==> src/rtl/game_controller.sv <==
// Turn-based game controller: synchronizes the confirm button, issues one move
// request per press to an external move checker and tracks turn/score state.
module game_controller #(
    parameter logic [1:0] FIRST_PLAYER = 2'b01,
    parameter int         SYNC_STAGES  = 2
) (
    input  logic       clk,
    input  logic       rst,
    input  logic [3:0] sel,
    input  logic       enter,
    input  logic       valid,
    input  logic [1:0] outcome,
    output logic [3:0] move,
    output logic [1:0] user,
    output logic       move_req,
    output logic [1:0] turn,
    output logic [3:0] move_count,
    output logic       err,
    output logic       game_over,
    output logic [1:0] result,
    output logic [1:0] dbg_state
);

    // Handshake: move_req is a one-cycle strobe with move/user stable in that
    // cycle; valid is sampled only in that same cycle, outcome one cycle later.

    typedef enum logic [1:0] {
        S_WAIT_INPUT = 2'd0,
        S_ISSUE      = 2'd1,
        S_CHECK      = 2'd2,
        S_DONE       = 2'd3
    } state_t;

    state_t                 r_state;
    logic [SYNC_STAGES-1:0] r_sync;
    logic                   r_enter_prev;
    logic                   w_enter_pulse;
    logic                   w_sel_legal;

    always_ff @(posedge clk or posedge rst) begin
        if (rst) begin
            r_sync       <= '0;
            r_enter_prev <= 1'b0;
        end else begin
            r_sync       <= {r_sync[SYNC_STAGES-2:0], enter};
            r_enter_prev <= r_sync[SYNC_STAGES-1];
        end
    end

    // One pulse per press no matter how long the button is held.
    assign w_enter_pulse = r_sync[SYNC_STAGES-1] & ~r_enter_prev;
    assign w_sel_legal   = (sel >= 4'd1) && (sel <= 4'd9);
    assign dbg_state     = r_state;

    always_ff @(posedge clk or posedge rst) begin
        if (rst) begin
            r_state    <= S_WAIT_INPUT;
            turn       <= FIRST_PLAYER;
            move       <= 4'd0;
            user       <= 2'd0;
            move_req   <= 1'b0;
            err        <= 1'b0;
            move_count <= 4'd0;
            game_over  <= 1'b0;
            result     <= 2'd0;
        end else begin
            move_req <= 1'b0;
            err      <= 1'b0;
            case (r_state)
                S_WAIT_INPUT: begin
                    if (w_enter_pulse) begin
                        if (w_sel_legal) begin
                            move     <= sel;
                            user     <= turn;
                            move_req <= 1'b1;
                            r_state  <= S_ISSUE;
                        end else begin
                            err <= 1'b1;
                        end
                    end
                end
                S_ISSUE: begin
                    if (valid) begin
                        if (move_count != 4'd9) begin
                            move_count <= move_count + 4'd1;
                        end
                        r_state <= S_CHECK;
                    end else begin
                        // Rejected move: same player retries.
                        err     <= 1'b1;
                        r_state <= S_WAIT_INPUT;
                    end
                end
                S_CHECK: begin
                    if (outcome != 2'd0) begin
                        result    <= outcome;
                        game_over <= 1'b1;
                        r_state   <= S_DONE;
                    end else if (move_count == 4'd9) begin
                        result    <= 2'd3;
                        game_over <= 1'b1;
                        r_state   <= S_DONE;
                    end else begin
                        turn    <= {turn[0], turn[1]};
                        r_state <= S_WAIT_INPUT;
                    end
                end
                S_DONE: begin
                    r_state <= S_DONE;
                end
                default: begin
                    r_state <= S_WAIT_INPUT;
                end
            endcase
        end
    end

endmodule

==> config.mk <==
export PLATFORM = sky130hd
export DESIGN_NAME = game_controller
export DESIGN_NICKNAME = d
export VERILOG_FILES = /design/src/rtl/game_controller.sv
export SDC_FILE = /design/constraint.sdc
export NUM_CORES = 1
export LEC_CHECK = 0
export ABC_AREA = 1
export ABC_CLOCK_PERIOD_IN_PS = 1380
export CORE_MARGIN = 2
export CORE_UTILIZATION = 40
export DETAILED_ROUTE_END_ITERATION = 8
export GPL_TIMING_DRIVEN = 0
export PLACE_DENSITY = 0.69
export RECOVER_POWER = 100
export SLEW_MARGIN = 15
export SYNTH_ARGS = -nofsm -noshare
export SYNTH_HDL_FRONTEND = slang
export SYNTH_SLANG_ARGS = --single-unit
==> constraint.sdc <==
create_clock -name clk -period 1.38 [get_ports clk]
set_input_delay 0.138 -clock clk [delete_from_list [all_inputs] [get_ports clk]]
set_output_delay 0.138 -clock clk [all_outputs]
set_load 0.05 [all_outputs]
==> impl_metrics.tcl <==
set metrics [dict create \
    cpPeakStageDelay_ns 0.50 \
    die_area_sq_um 2940 \
    avgSynthCellArea_sq_um 8.99 \
    grt_pass1_vias 727 \
    port_buffers 28 \
    grt_max_degree 23 \
    path_depth 1 \
    dieHeight_um 54.2 \
    clock_latency_ns 0.31 \
    crit_required_ns 1.24 \
    path_clk_slew_ns 0.13 \
    critPathArrivalTime_ns 1.20 \
    drtAntennaViolNets 0 \
    hold_viol 0 \
    cts_tree "yes" \
    critPathLaunchType "flip-flop" \
    r2r_end "dbg_state[0]" \
    min_period_over_period_pct 96.7 \
    dpl.hpwl_um 1480 \
    initial_core_util_pct 41.4 \
    ys_seq_elements 22 \
    wl_um 1930 \
    min-delay-start "enter" \
    worstPathMaxFanout 2 \
    switching_share_pct 48.7 \
    num_antenna_cells 0 \
    layout.nets 157 \
    grt_pass1_wl_um 3180 \
    clock_power_share_pct 17.3 \
    syn-instance-count 112 \
    critical_path_class "flip-flop to output port" \
    fill_cells 233 \
    path_buf_inv 1 \
    gp_congestion 0.765 \
    dp.cells 170 \
    cpMaxStageDelayCell "clkdlybuf4s15_1" \
    power_switching_mw 1.42 \
    first_iter_violations 11 \
    pre_cts_ws_ns -0.0966 \
    fin_total_pwr_mw 2.91 \
    antenna_found_initial 0 \
    peakVddDrop_mv 1.30 \
    reg2regPathDepth 5 \
    power_density_nw_per_um2 2190 \
    crit_chain "clkdlybuf4s15_1" \
    sequentialPowerShare_pct 35.0 \
    via_count 816 \
    clockBufferDepth 2 \
    cts_root_buffer "clkbuf_4" \
    synth_nets 124 \
    grt_usage_pct 15.4 \
    status "finished, final reports clean" \
    endpoint_kind "output port" \
    layout-drive-gt1-share_pct 19.4 \
    max_cap_violations 0 \
    regArea_sq_um 554 \
    slew_headroom_pct 46.3 \
    hold_path.class "input pin to flip-flop" \
    cts_sinks 22 \
    dr.pass1.iters 4 \
    tightestPinTransition_ns 0.805 \
    p_comb_share_pct 47.7 \
    fmax_mhz 750 \
    instances_no_fill 174 \
    fin_crit_ns 1.33 \
    core_sq_um 2430 \
    worstSetupEndpoint "move[3]" \
    yosysWarningCount 0 \
    vias_per_cell 4.69 \
    r2r_slack_ns 0.11 \
    ys_types 18 \
    die_w_um 54.2 \
    hold_slack_ns 0.361 \
    wl_per_cell_um 11.1 \
    p_leak_nw 0.682 \
    rows 18 \
    r2r_start "move_count[0]" \
    synth_area_sq_um 1010 \
    slew_violations 0 \
    drc 0 \
    rsz0062_at_grt "false" \
    crit_path_start "move[3]" \
    area_growth_pct 31.9 \
    internal-power_mw 1.49 \
    cp_top_family "buffers and inverters" \
    setup_slack_ns 0.0462 \
    htreeDepth 1 \
    cts_buffers 3 \
    yosysSeqAreaShare_pct 54.8 \
    setup_viol 0 \
    multiInputGateArea_sq_um 379 \
    io_pins 29 \
    clock_skew_ns 0.00975 \
    grt-ovfl-total 0 \
]
cell usage in the layout (no fill, tap or decap), types with 2 or more instances in the layout:
cell type	instances
nand2_1	37
clkbuf_2	8
o21ai_1	6
clkdlybuf4s15_1	2
clkdlybuf4s15_2	6
clkbuf_4	3
ha_1	2
nand3_1	14
nor2_1	8
inv_1	13
dlygate4sd3_1	2
dfrtp_2	2
dfrtp_1	19
dlygate4sd2_1	3
clkdlybuf4s50_1	7
cell type report:
cell class                 count  share of cell area [%]
clock buffer                   3                    1.69
clock inverter                 1                    2.26
inverter                      15                    4.61
multi-input combinational     75                    28.5
sequential                    22                    41.7
tap                           30                    2.82
timing repair buffer          28                    18.4
kinds of logic (layout without fill, tap and decap cells):
kind of cell    Yosys count  in the layout  synth area share, %
compound gates            7              7                 3.48
buf+inv                  15             47                 6.09
fa+ha+maj                 2              2                 2.48
simple gates             65             65                 32.3
xor+xnor                  1              1                0.870
flops                    22             22                 54.8
layer usage:
layer	up-vias	routed length, um	global-route usage, %
met4	0	34	9.58
li1	415	-	-
met2	15	951	24.1
met3	4	81	2.50
met5	-	0	0
met1	382	860	19.6
registers in the layout (all words and copies together) (netlist names), 2 cells and up:
name,count
dbg_state,2
move,4
move_count,4
r_sync,2
result,2
turn,2
user,2
stage by stage:
step	TNS (ns)	utilization (%)	area, sq um
5_1_grt	0	54.6	1330
3_5_place_dp	-0.161	54.6	1330
2_1_floorplan	0	-	1010
4_1_cts	0	56.3	1370
6_report	0	54.6	1330
3_3_place_gp	-0.174	54.6	1330
cell usage after synthesis (all sizes together):
cell | n | share of area (%)
clkinv | 1 | 0.87
dfrtp | 21 | 52
dfstp | 1 | 2.6
ha | 2 | 2.5
inv | 14 | 5.2
nand2 | 38 | 15
nand3 | 16 | 11
nor2 | 10 | 6.3
o21ai | 7 | 3.5
or2 | 1 | 0.62
xor2 | 1 | 0.87
worst min path at each step:
stage	slack, ns	cells past startpoint	end
2_1_floorplan	0.13	1	dbg_state[0]
3_3_place_gp	0.33	0	r_sync[1]
3_5_place_dp	0.34	0	r_sync[1]
4_1_cts	0.23	1	r_sync[0]
5_1_grt	0.36	1	r_sync[0]
6_report	0.36	1	r_sync[0]
power groups by stage:
stage / clock network, mW / logic (mW) / registers [mW]
after floorplan: 0 / 0.416 / 1.66
after global placement: 0 / 1.53 / 1.03
after detailed placement: 0 / 1.54 / 1.04
after CTS: 0.513 / 1.45 / 1.03
after global routing: 0.542 / 1.50 / 1.05
final: 0.502 / 1.39 / 1.02
what timing repair did:
action                     CTS  global route
setup endpoints to repair   19             9
hold buffers                 0             0
buffers inserted             0             0
resized for setup           37            16
pin swaps                    0             0
Power figures use the tool's default switching activity.
